## src/rtl/clk_gen_pkg.sv

```systemverilog
// Shared constants, per-channel config struct and clamp helpers for clk_gen_multi.
// The optional CLK_GEN_DUTY_EN build uses chan_cfg_t and clamp_cfg for programmable duty.
package clk_gen_pkg;

  localparam int CNT_W_DEF = 32;
  localparam logic [CNT_W_DEF-1:0] MIN_DIV = CNT_W_DEF'(2);

  typedef struct packed {
    logic [CNT_W_DEF-1:0] div;
    logic [CNT_W_DEF-1:0] high;
  } chan_cfg_t;

  function automatic logic [CNT_W_DEF-1:0] clamp_div(input logic [CNT_W_DEF-1:0] div);
    return (div < MIN_DIV) ? MIN_DIV : div;
  endfunction

  // Keeps at least one high and one low cycle in every period.
  function automatic chan_cfg_t clamp_cfg(input chan_cfg_t cfg);
    chan_cfg_t res;
    res = cfg;
    if (cfg.high == '0)
      res.high = CNT_W_DEF'(1);
    else if (cfg.high >= cfg.div)
      res.high = cfg.div - 1'b1;
    return res;
  endfunction

endpackage

```

## src/rtl/clk_gen_chan.sv

```systemverilog
// One divider channel: phase counter, shadow/pending divisor update and output registers.
// Duty programmability (high_i, high shadow/active registers) exists only with CLK_GEN_DUTY_EN.
module clk_gen_chan
  import clk_gen_pkg::*;
#(
  parameter int          CNT_W       = CNT_W_DEF,
  parameter int unsigned DEFAULT_DIV = 50000000
) (
  input  logic             clk,
  input  logic             rst,
  input  logic             en_i,
  input  logic             acc_i,
  input  logic [CNT_W-1:0] div_i,
`ifdef CLK_GEN_DUTY_EN
  input  logic [CNT_W-1:0] high_i,
`endif
  output logic             pend_o,
  output logic             clk_out_o,
  output logic             tick_o
);

  localparam logic [CNT_W-1:0] DIV_RST = CNT_W'(DEFAULT_DIV);

  logic [CNT_W-1:0] count_q, count_d, count_inc;
  logic [CNT_W-1:0] div_q, div_d;
  logic [CNT_W-1:0] div_sh_q, div_sh_d;
  logic [CNT_W-1:0] high_act;
  logic             pend_q, pend_d;
  logic             clk_out_q, clk_out_d;
  logic             tick_q, tick_d;
  logic             wrap, apply;

`ifdef CLK_GEN_DUTY_EN
  localparam logic [CNT_W-1:0] HIGH_RST = DIV_RST >> 1;
  logic [CNT_W-1:0] high_q, high_d;
  logic [CNT_W-1:0] high_sh_q, high_sh_d;
  chan_cfg_t        cfg_new;
`endif

  always_comb begin
    div_sh_d  = div_sh_q;
    div_d     = div_q;
    pend_d    = pend_q;
    count_d   = count_q;
    clk_out_d = 1'b0;
    tick_d    = 1'b0;
`ifdef CLK_GEN_DUTY_EN
    high_sh_d = high_sh_q;
    high_d    = high_q;
    cfg_new   = '0;
`endif
    wrap      = (count_q == div_q - 1'b1);
    apply     = pend_q & (wrap | ~en_i);
    count_inc = wrap ? '0 : count_q + 1'b1;

    // acc_i is only asserted while not pending, so it never collides with apply.
    if (acc_i) begin
      div_sh_d = CNT_W'(clamp_div(CNT_W_DEF'(div_i)));
`ifdef CLK_GEN_DUTY_EN
      high_sh_d = high_i;
`endif
      pend_d = 1'b1;
    end

    if (apply) begin
      div_d  = div_sh_q;
      pend_d = 1'b0;
`ifdef CLK_GEN_DUTY_EN
      cfg_new.div  = CNT_W_DEF'(div_sh_q);
      cfg_new.high = CNT_W_DEF'(high_sh_q);
      cfg_new      = clamp_cfg(cfg_new);
      high_d       = CNT_W'(cfg_new.high);
`endif
    end

`ifdef CLK_GEN_DUTY_EN
    high_act = high_d;
`else
    high_act = div_d >> 1;
`endif

    // A running apply only happens on wrap, so count_inc is already 0 then.
    if (en_i) begin
      count_d   = count_inc;
      clk_out_d = (count_inc < high_act);
      tick_d    = (count_inc == '0);
    end else begin
      count_d = div_d - 1'b1;
    end
  end

  always_ff @(posedge clk or posedge rst) begin
    if (rst) begin
      count_q   <= DIV_RST - 1'b1;
      div_q     <= DIV_RST;
      div_sh_q  <= DIV_RST;
      pend_q    <= 1'b0;
      clk_out_q <= 1'b0;
      tick_q    <= 1'b0;
`ifdef CLK_GEN_DUTY_EN
      high_q    <= HIGH_RST;
      high_sh_q <= HIGH_RST;
`endif
    end else begin
      count_q   <= count_d;
      div_q     <= div_d;
      div_sh_q  <= div_sh_d;
      pend_q    <= pend_d;
      clk_out_q <= clk_out_d;
      tick_q    <= tick_d;
`ifdef CLK_GEN_DUTY_EN
      high_q    <= high_d;
      high_sh_q <= high_sh_d;
`endif
    end
  end

  assign pend_o    = pend_q;
  assign clk_out_o = clk_out_q;
  assign tick_o    = tick_q;

endmodule

```

## src/rtl/clk_gen_multi.sv

```systemverilog
// Multi-channel programmable clock/tick generator with glitch-free divisor updates.
// Define CLK_GEN_DUTY_EN to add the cfg_high port and programmable duty per channel.
module clk_gen_multi
  import clk_gen_pkg::*;
#(
  parameter int          CHANNELS    = 4,
  parameter int          CNT_W       = CNT_W_DEF,
  parameter int unsigned DEFAULT_DIV = 50000000,
  localparam int         CH_W        = (CHANNELS > 1) ? $clog2(CHANNELS) : 1
) (
  input  logic                clk,
  input  logic                rst,
  input  logic [CHANNELS-1:0] en,
  input  logic                cfg_valid,
  output logic                cfg_ready,
  input  logic [CH_W-1:0]     cfg_ch,
  input  logic [CNT_W-1:0]    cfg_div,
`ifdef CLK_GEN_DUTY_EN
  input  logic [CNT_W-1:0]    cfg_high,
`endif
  output logic [CHANNELS-1:0] clk_out,
  output logic [CHANNELS-1:0] tick
);

  logic [CHANNELS-1:0] pend;
  logic [CHANNELS-1:0] acc;

  // Unmatched (out-of-range) channel numbers stay ready and the write is dropped.
  always_comb begin
    cfg_ready = 1'b1;
    for (int i = 0; i < CHANNELS; i++) begin
      if (cfg_ch == CH_W'(i))
        cfg_ready = ~pend[i];
    end
  end

  for (genvar g = 0; g < CHANNELS; g++) begin : g_chan
    assign acc[g] = cfg_valid & cfg_ready & (cfg_ch == CH_W'(g));

    clk_gen_chan #(
      .CNT_W       (CNT_W),
      .DEFAULT_DIV (DEFAULT_DIV)
    ) u_chan (
      .clk       (clk),
      .rst       (rst),
      .en_i      (en[g]),
      .acc_i     (acc[g]),
      .div_i     (cfg_div),
`ifdef CLK_GEN_DUTY_EN
      .high_i    (cfg_high),
`endif
      .pend_o    (pend[g]),
      .clk_out_o (clk_out[g]),
      .tick_o    (tick[g])
    );
  end

endmodule

```

## config.mk

```make
export PLATFORM = sky130hd
export DESIGN_NAME = clk_gen_multi
export DESIGN_NICKNAME = d
export VERILOG_FILES = /design/src/rtl/clk_gen_pkg.sv /design/src/rtl/clk_gen_chan.sv /design/src/rtl/clk_gen_multi.sv
export SDC_FILE = /design/constraint.sdc
export NUM_CORES = 1
export LEC_CHECK = 0
export CORE_MARGIN = 5
export CORE_UTILIZATION = 50
export CTS_CLUSTER_SIZE = 40
export DETAILED_ROUTE_END_ITERATION = 7
export PLACE_DENSITY_LB_ADDON = 0.3
export REMOVE_ABC_BUFFERS = 1
export SETUP_SLACK_MARGIN = 0.02
export SYNTH_ARGS = -nofsm -noshare
export SYNTH_HDL_FRONTEND = slang
export SYNTH_SLANG_ARGS = --single-unit
```

## constraint.sdc

```tcl
create_clock -name clk -period 12.8 [get_ports clk]
set_input_delay 1.28 -clock clk [delete_from_list [all_inputs] [get_ports clk]]
set_output_delay 1.28 -clock clk [all_outputs]
set_load 0.03 [all_outputs]
```

== Word-level counts from Yosys, hierarchy flattened ==
Index checks and enable logic that the tools add are counted.
Storage, ports and cells
  bits in registers: 396
  input port bits: 41
  output and inout bits: 9
  logic and storage cells: 111
Operators by class
  add/subtract/negate cells: 12
  order comparisons: 5
  equality and inequality tests: 7
  muxes and demuxes: 33
  bitwise operators: 21
  reduce and logical (&&, ||, !) cells: 9
Operators with widths (count)
  32-bit 2-to-1 mux: 13
  32-bit by 1-bit subtractor with 32-bit output, second input constant: 8
  32-bit by 1-bit adder with 32-bit output, second input constant: 4
  32-bit == test: 4
  32-bit zero test: 4
  32-bit by 31-bit < comparator with 1-bit output: 4
  32-bit by 2-bit < comparator with 1-bit output, second input constant: 1
  1-bit 2-to-1 mux: 20
  1-bit bitwise AND: 9
  1-bit inverter: 8
  2-bit nonzero test: 4
  2-bit == test, second input constant: 2
  1-bit OR: 4
  2-bit by 1-bit == test with 1-bit output, second input constant: 1
  2-bit zero test: 1

== Logic depth before layout (Yosys ltp) ==
Gate-level depths: netlist of the first run.
  word-level depth: 9
  mapped depth: 26
  mapped depth without buffers: 21

== By module ==
From an unflattened synthesis of the first run, not the netlist that was laid out.
Unflattened totals
  cell total of the unflattened synthesis: 3524
  area, all modules: 31569.0 um^2
By module, submodules not included
  clk_gen_chan at g_chan[1].u_chan ...: times used 3, cells each 875, area an instance 7862.5 um^2, sequential area each 2529.9 um^2
  clk_gen_chan at g_chan[0].u_chan: times used 1, cells each 892, area an instance 7920.1 um^2, sequential area each 2529.9 um^2
  clk_gen_multi: times used 1, cells each 7, area an instance 61.3 um^2, sequential area each 0.0 um^2

== Worst setup path after synthesis of the first run ==
Ideal clock, no wire load.
  path type: reg2reg
  start: register g_chan[1].u_chan.div_q[0]
  end: register g_chan[1].u_chan.count_q[28]
  setup time: 0.125 ns
  data arrival time: 5.430 ns
  data required time: 12.675 ns
  setup slack: 7.245 ns
  stages on the path, launching flop included: 24
  buffers on the path: 3
  period minus slack after synthesis: 5.555 ns
  cells stage by stage: dfrtp_1 -> inv_1 -> ha_1 -> nor3b_2 -> nand4_1 -> buf_2 -> or4_1 -> a22oi_1 -> nand4_1 -> or4b_1 -> o31ai_4 -> buf_4 -> buf_2 -> nor2_1 -> a21oi_1 -> ha_1 -> nand2b_1 -> nand2b_1 -> or4_1 -> nor2_1 -> nand3_1 -> mux2i_1 -> xor2_1 -> mux2_2
On the way
  longest elaborated chain between the ends: 7
  elaborated cells between the ends (all ways): 8
  those cells by class: add/sub (2); eq/ne (1); mux (3); bitwise (2)
RTL lines
  from (decl): RTL line clk_gen_chan.sv:25  | logic [CNT_W-1:0] div_q, div_d;
  from (signal assigned): RTL line clk_gen_chan.sv:106  | div_q <= div_d;
  32-bit by 1-bit subtractor with 32-bit output: RTL line clk_gen_chan.sv:52  | wrap = (count_q == div_q - 1'b1);
  32-bit == test: RTL line clk_gen_chan.sv:52
  1-bit OR: RTL line clk_gen_chan.sv:53  | apply = pend_q & (wrap | ~en_i);
  1-bit bitwise AND: RTL line clk_gen_chan.sv:53
  32-bit 2-to-1 mux: RTL line clk_gen_chan.sv:65  | if (apply) begin
  32-bit by 1-bit subtractor with 32-bit output: RTL line clk_gen_chan.sv:88  | count_d = div_d - 1'b1;
  32-bit 2-to-1 mux (*): RTL line clk_gen_chan.sv:83  | if (en_i) begin
  net g_chan[1].u_chan.count_d[28]: RTL line clk_gen_chan.sv:24  | logic [CNT_W-1:0] count_q, count_d, count_inc;
  to (signal assigned): RTL line clk_gen_chan.sv:94  | count_q <= DIV_RST - 1'b1;
  to (signal assigned): RTL line clk_gen_chan.sv:105  | count_q <= count_d;
  to (decl): RTL line clk_gen_chan.sv:24
The timed path passes the listed nets; every way through them passes the cells marked *.
A chain may end at the register's enable or synchronous reset.

== Worst setup path after layout of the first run ==
  start: register g_chan[1].u_chan.div_q[0]
  end: register g_chan[1].u_chan.clk_out_q
On the way
  longest elaborated chain between the ends: 7
  elaborated cells between the ends (all ways): 8
  those cells by class: add/sub (1); order compare (1); eq/ne (1); mux (3); bitwise (2)
RTL lines
  32-bit by 1-bit subtractor with 32-bit output: RTL line clk_gen_chan.sv:52
  32-bit == test: RTL line clk_gen_chan.sv:52
  1-bit OR: RTL line clk_gen_chan.sv:53
  1-bit bitwise AND: RTL line clk_gen_chan.sv:53
  32-bit 2-to-1 mux: RTL line clk_gen_chan.sv:65
  net g_chan[1].u_chan.div_d[18]: RTL line clk_gen_chan.sv:25
  32-bit by 31-bit < comparator with 1-bit output: RTL line clk_gen_chan.sv:85  | clk_out_d = (count_inc < high_act);
  1-bit 2-to-1 mux: RTL line clk_gen_chan.sv:83
  net g_chan[1].u_chan.clk_out_d: RTL line clk_gen_chan.sv:29  | logic clk_out_q, clk_out_d;
  to (signal assigned): RTL line clk_gen_chan.sv:109  | clk_out_q <= clk_out_d;
  to (decl): RTL line clk_gen_chan.sv:29
The timed path passes the listed nets, and every way through them passes these cells.

==> metrics, run 1 <==
Pre-antenna DRT Iters 8; height of the die 261 um; CTS Root Cell clkbuf_16; most common library cell in the layout ignoring fill and taps nor2_1; fin util 54.7%; RSZ-0062 raised after global routing false; # resized after CTS 0; worst-path maximum fanout 38; vias in the first global route 25200; Post-Place Cell Area 32200 um^2; most frequent cells in the layout 346 x nor2_1, 254 x nand2_1, 236 x xnor2_1; power after layout 0.00893 W; Chip Width 261 um; fmax 0.145 GHz; IO Port Bufs 49; Pins Over Slew Limit 0; critical path arrival 7.46 ns; routed len/inst 21.4 um; Cells after Synth 3548; startpoint types register; min cycle time layout 6.92 ns; Pwr Density 264 nW/um^2; Worst EP required 13.34 ns; FILL cells 5696; Max Buffers Root-to-Sink 3; die area 67900 um^2; # rows 91; DRC 0; Seq/Total Area, Yosys 32.2%; via/cell ratio 6.09; Worst setup EP type register; Hold Path Class register to register; cell area after synthesis 31400 um^2; post-CTS setup buffer count 0; H-tree depth 2; Ys Warns 0; CTS clk-pin slew, worst paths 0.06 ns; total track usage 26.7%; Final Skew 0.0231 ns; outcome finished clean; antenna-violating nets left 0; DRC marker count from the first detailed-route iteration 2485; final WL 92.9 mm; Area Growth Syn to Fin 7.82%; TritonCTS Buffers 46; Worst-Skew Late Latency 0.61 ns; global-route wire length before repair 144 mm; Top FF cell, synth dfrtp_1; Routability Congestion 0.963; Max-Cap Viols 0; crit path kind register to register; smallest hold slack 0.488 ns; layout cells sized above 1 15.5%; largest net degree at the start of global routing 157; GRT overflow 0; Hold Violations, Final 0; final setup fails 0; P_leak 13.3 nW; Post-CTS Hold Buffers 0; TritonCTS clock tree yes; Async SR Flop Fraction 100%; Core ar. 61900 um^2; num ports 50; Netlist cell types 88; total vias in the final route 26400; HPWL Detailed 70.1 mm; setup TNS 0 ns; final instance area 33900 um^2; initial core utilization 50.7%; worst relative slew slack 24.5%; number of synthesized flops with an enable pin 0; #FFs+latches synth 396; fin crit share 54.0%; clk sinks 396; maximum vdd drop 0.158 mV; Worst Tran Pin Value 1.10 ns; Avg Synthesized Cell Area 8.85 um^2; initial antenna violation count 9; fin nets 3629
[kinds of logic after synthesis]
| logic type | count (synthesis) | synth area share, % |
|---|---|---|
| AOI/OAI and AO/OA | 482 | 10.1 |
| adders and majority gates | 132 | 5.26 |
| buffers and inverters | 388 | 5.19 |
| muxes | 383 | 13.4 |
| and+or+nand+nor | 1363 | 22.6 |
| xor gates and xnor gates | 404 | 11.3 |
| DFF | 396 | 32.2 |
[cells in the mapped netlist, drive strengths merged (6+ instances only)]
library cell / number / area share (%)
and2: 14 / 0.28
nand2: 254 / 3.0
nor4b: 12 / 0.33
mux2i: 186 / 6.3
clkbuf: 165 / 2.0
nand4b: 13 / 0.36
or3: 68 / 1.4
nor3b: 22 / 0.54
o21a: 14 / 0.33
nor2: 348 / 4.2
nor2b: 40 / 0.80
a211o: 9 / 0.25
a2111oi: 7 / 0.22
nand3b: 14 / 0.33
mux2: 197 / 7.1
nor4: 99 / 2.2
nand2b: 25 / 0.50
o21ai: 122 / 1.9
nor3: 127 / 2.1
dfstp: 168 / 14
a41oi: 6 / 0.17
a21boi: 8 / 0.19
ha: 132 / 5.3
o31ai: 38 / 0.95
o211ai: 16 / 0.38
and3: 54 / 1.1
buf: 57 / 1.2
o2111ai: 8 / 0.22
a21oi: 102 / 1.6
a22oi: 6 / 0.14
and4: 15 / 0.42
a21o: 57 / 1.4
xnor2: 236 / 6.6
xor2: 168 / 4.7
a31oi: 20 / 0.40
inv: 164 / 2.0
nand3: 98 / 1.6
or4: 42 / 1.0
or2: 12 / 0.24
a211oi: 18 / 0.43
nand4: 88 / 1.8
dfrtp: 228 / 18
[critical path, cell delays in order, from the launching register on]
cell	delay, ns
dfrtp_1	0.44
inv_1	0.11
ha_1	0.19
nor3b_2	0.51
nand4_1	0.54
or4_1	0.63
a22oi_1	0.22
nand4_1	0.12
or4b_1	0.63
o31ai_4	0.22
buf_4	0.48
mux2_2	0.43
inv_1	0.07
ha_1	0.24
a21o_1	0.17
a21o_1	0.17
a21oi_1	0.14
o21ai_0	0.16
a2111oi_0	0.57
nor3b_1	0.29
nor3b_1	0.31
o21a_1	0.19
[final timing paths]
check,from,end,slack [ns],depth (start not counted)
setup / recovery,g_chan[1].u_chan.div_q[0],g_chan[1].u_chan.clk_out_o,5.88,21
hold / removal,g_chan[1].u_chan.div_sh_q[25],g_chan[1].u_chan.div_sh_q[25],0.49,2
setup reg to reg,g_chan[1].u_chan.div_q[0],g_chan[1].u_chan.clk_out_o,5.88,21
hold reg to reg,g_chan[1].u_chan.div_sh_q[25],g_chan[1].u_chan.div_sh_q[25],0.49,2
max in group asynchronous,rst,g_chan[1].u_chan.count_q[29],10.15,3
min in group asynchronous,rst,g_chan[0].u_chan.div_q[3],1.25,2
[metrics by stage]
stage / setup WS [ns] / cells
final: 5.88 / 4336
after floorplan: -1.34 / 3326
after CTS: 5.98 / 4331
after global routing: 5.35 / 4331
after detailed placement: 5.75 / 4245
after global placement: 5.83 / 4245
[routing by layer]
| layer | share of wire, % | routed length (um) | vias to the layer above | GRT usage (%) |
|---|---|---|---|---|
| met5 | 0.014 | 13 | - | 0 |
| met4 | 4.1 | 3760 | 2 | 9.82 |
| met3 | 7.3 | 6800 | 218 | 4.32 |
| met2 | 45 | 42100 | 935 | 42.6 |
| met1 | 43 | 40200 | 12800 | 36.8 |
| li1 | - | - | 12500 | - |
[cell type report]
cell class | count | area (um^2) | share of cell area (%)
Tap cell | 837 | 1050 | 3.09
Sequential cell | 396 | 10100 | 29.9
Inverter | 166 | 631 | 1.86
Multi-Input combinational cell | 2764 | 19700 | 58.2
Antenna cell | 5 | 12.5 | 0.0369
Clock inverter | 25 | 300 | 0.887
Clock buffer | 61 | 1310 | 3.86
Timing Repair Buffer | 82 | 741 | 2.19
[where the power goes]
group	switching [W]	leakage, nW	internal (W)
logic	0.00244	8.05	0.00197
registers	0.00110	4.51	0.00201
clock network	0.000583	0.769	0.000825
total	0.00412	13.3	0.00481
[registers in the layout, summed over array words and instances (netlist names)]
| register | flops |
|---|---|
| g_chan.u_chan.clk_out_o | 4 |
| g_chan.u_chan.count_q | 128 |
| g_chan.u_chan.div_q | 128 |
| g_chan.u_chan.div_sh_q | 128 |
| g_chan.u_chan.pend_o | 4 |
| g_chan.u_chan.tick_o | 4 |
No activity file was read; power rests on OpenSTA's default activity.
==> run 2, diff against run 1 <==
- clock period: 12.8 -> 5.7 ns (I/O delays scaled with it)
==> metrics, run 2 (synthesis gave the netlist of run 1 again) <==
outcome finished clean; GRT overflow 0; fin util 57.0%; FILL cells 5605; Worst path slowest cell or4_1; fin cells 4478; RSZ-0062 raised after global routing false; fin crit share 96.3%; final setup fails 0; Pwr Density 591 nW/um^2; TritonCTS clock tree yes; fmax 0.182 GHz; min cycle time layout 5.49 ns; HPWL Detailed 74.0 mm; Max-Cap Viols 0; num ports 50; routed len/inst 21.8 um; worst setup margin 0.212 ns; worst-path maximum fanout 24; crit-path leading delay family simple AND/OR/NAND/NOR gates; Max Buffers Root-to-Sink 3; IO Port Bufs 49; Placed Cells 4383; Final Skew 0.0181 ns; Stages on worst setup path 19; CTS clk-pin slew, worst paths 0.06 ns; via/cell ratio 6.07; most frequent cells in the layout 345 x nor2_1, 254 x nand2_1, 236 x xnor2_1; Worst-Skew Late Latency 0.60 ns; critical path arrival 5.98 ns; DRC marker count from the first detailed-route iteration 2321; antenna-violating nets left 0; worst relative slew slack 28.4%; setup TNS 0 ns; largest net degree at the start of global routing 115; clk sinks 396; Core ar. 61900 um^2; maximum vdd drop 0.334 mV; cell depth of the worst flop-to-flop path 19; DRC 0; die area 67900 um^2; # rows 91; dpl ws -0.117 ns; Pre-antenna DRT Iters 5; total vias in the final route 27200; Worst Tran Pin Value 1.06 ns; P_leak 14.1 nW; vias in the first global route 26200; total track usage 28.0%; Top Registers g_chan.u_chan.count_q: 128 flops, g_chan.u_chan.div_q: 128 flops, g_chan.u_chan.div_sh_q: 128 flops; fin nets 3773; final WL 97.7 mm; smallest hold slack 0.506 ns; TritonCTS Buffers 46; crit path kind register to register; Post-CTS Hold Buffers 0; Chip Width 261 um; initial core utilization 50.7%; Worst setup EP type register; Routability Congestion 0.986; CP cell instances or3_1, or4_1, xnor2_1, nor4_2, nand4_1, or3_1, o41ai_4, buf_4, mux2i_1, ha_1, a21o_1, a21o_1, a21oi_1, nor2b_1, o21ai_0, nand2b_1, a21oi_1, o211ai_1, a211oi_2; Worst EP required 6.19 ns; global-route wire length before repair 151 mm; crit path buf inv count 1; H-tree depth 2; initial antenna violation count 7; Area Growth Syn to Fin 12.3%; Hold Path Class primary input to async pin; Hold Violations, Final 0; Pins Over Slew Limit 0; most common library cell in the layout ignoring fill and taps nor2_1; startpoint types register; critical path's largest stage delay 0.52 ns; height of the die 261 um; layout cells sized above 1 19.8%; CTS Root Cell clkbuf_16
[run 2: changes by cell type in the layout (fill, tap and decap cells not counted), moves of 4 or more]
cell      delta
mux2i_2      +6
buf_4      +133
buf_12       +8
nor4_1       -5
clkinv_4     +4
inv_6        -4
mux2i_1      -6
[run 2: path summary, 6_finish.rpt]
path,startpoint,endpoint,slack [ns]
setup / recovery,g_chan[0].u_chan.div_q[3],g_chan[0].u_chan.clk_out_o,0.21
hold / removal,rst,g_chan[1].u_chan.div_sh_q[11],0.51
setup reg to reg,g_chan[0].u_chan.div_q[3],g_chan[0].u_chan.clk_out_o,0.21
hold reg to reg,g_chan[1].u_chan.div_sh_q[25],g_chan[1].u_chan.div_sh_q[25],0.51
max in group asynchronous,rst,g_chan[3].u_chan.count_q[25],4.07
min in group clk,g_chan[1].u_chan.div_sh_q[25],g_chan[1].u_chan.div_sh_q[25],0.51
[run 2: worst reg2reg max path: cells and delay by family, from the launching register on]
kind,cells,cell delay [ns]
compound gates,8,1.82
xor+xnor,1,0.19
fa+ha+maj,1,0.28
buf+inv,1,0.43
flops,1,0.48
mux,1,0.31
simple gates,7,1.88
[run 2: through the flow]
stage | total power [W] | cell area, um^2
after floorplan | 0.0138 | 30400
after global placement | 0.0172 | 33400
after detailed placement | 0.0173 | 33400
after CTS | 0.0206 | 35000
after global routing | 0.0223 | 35300
final | 0.0209 | 35300
[run 2: final cells by class]
type	instances	area [um^2]	share of cell area, %
timing repair buffer	226	1950	5.52
antenna	3	7.51	0.0213
sequential	396	10100	28.7
multi-input combinational	2764	19900	56.4
clock inverter	22	273	0.773
clock buffer	64	1340	3.80
tap	837	1050	2.97
inverter	166	631	1.79
[run 2: layer usage]
layer	vias to the layer above	routed length, um	part of all wire (%)	track usage [%]
li1	12800	-	-	-
met1	13200	42400	43	38.9
met2	1010	44900	46	45.1
met3	192	7180	7.3	4.59
met4	4	3210	3.3	8.63
met5	-	27	0.028	0
[run 2: what timing repair did]
action / CTS / global route
buffers inserted: 0 / 5
gates cloned: 0 / 1
setup endpoints to repair: 1 / 27
pin swaps: 1 / 3
gates resized for setup: 5 / 45
[run 2: report_power, final]
part	internal (W)	total, W	leakage (nW)	switching [W]
Sequential	0.00452	0.00676	4.50	0.00223
Combinational	0.00494	0.0109	8.87	0.00600
Clock	0.00184	0.00316	0.773	0.00132
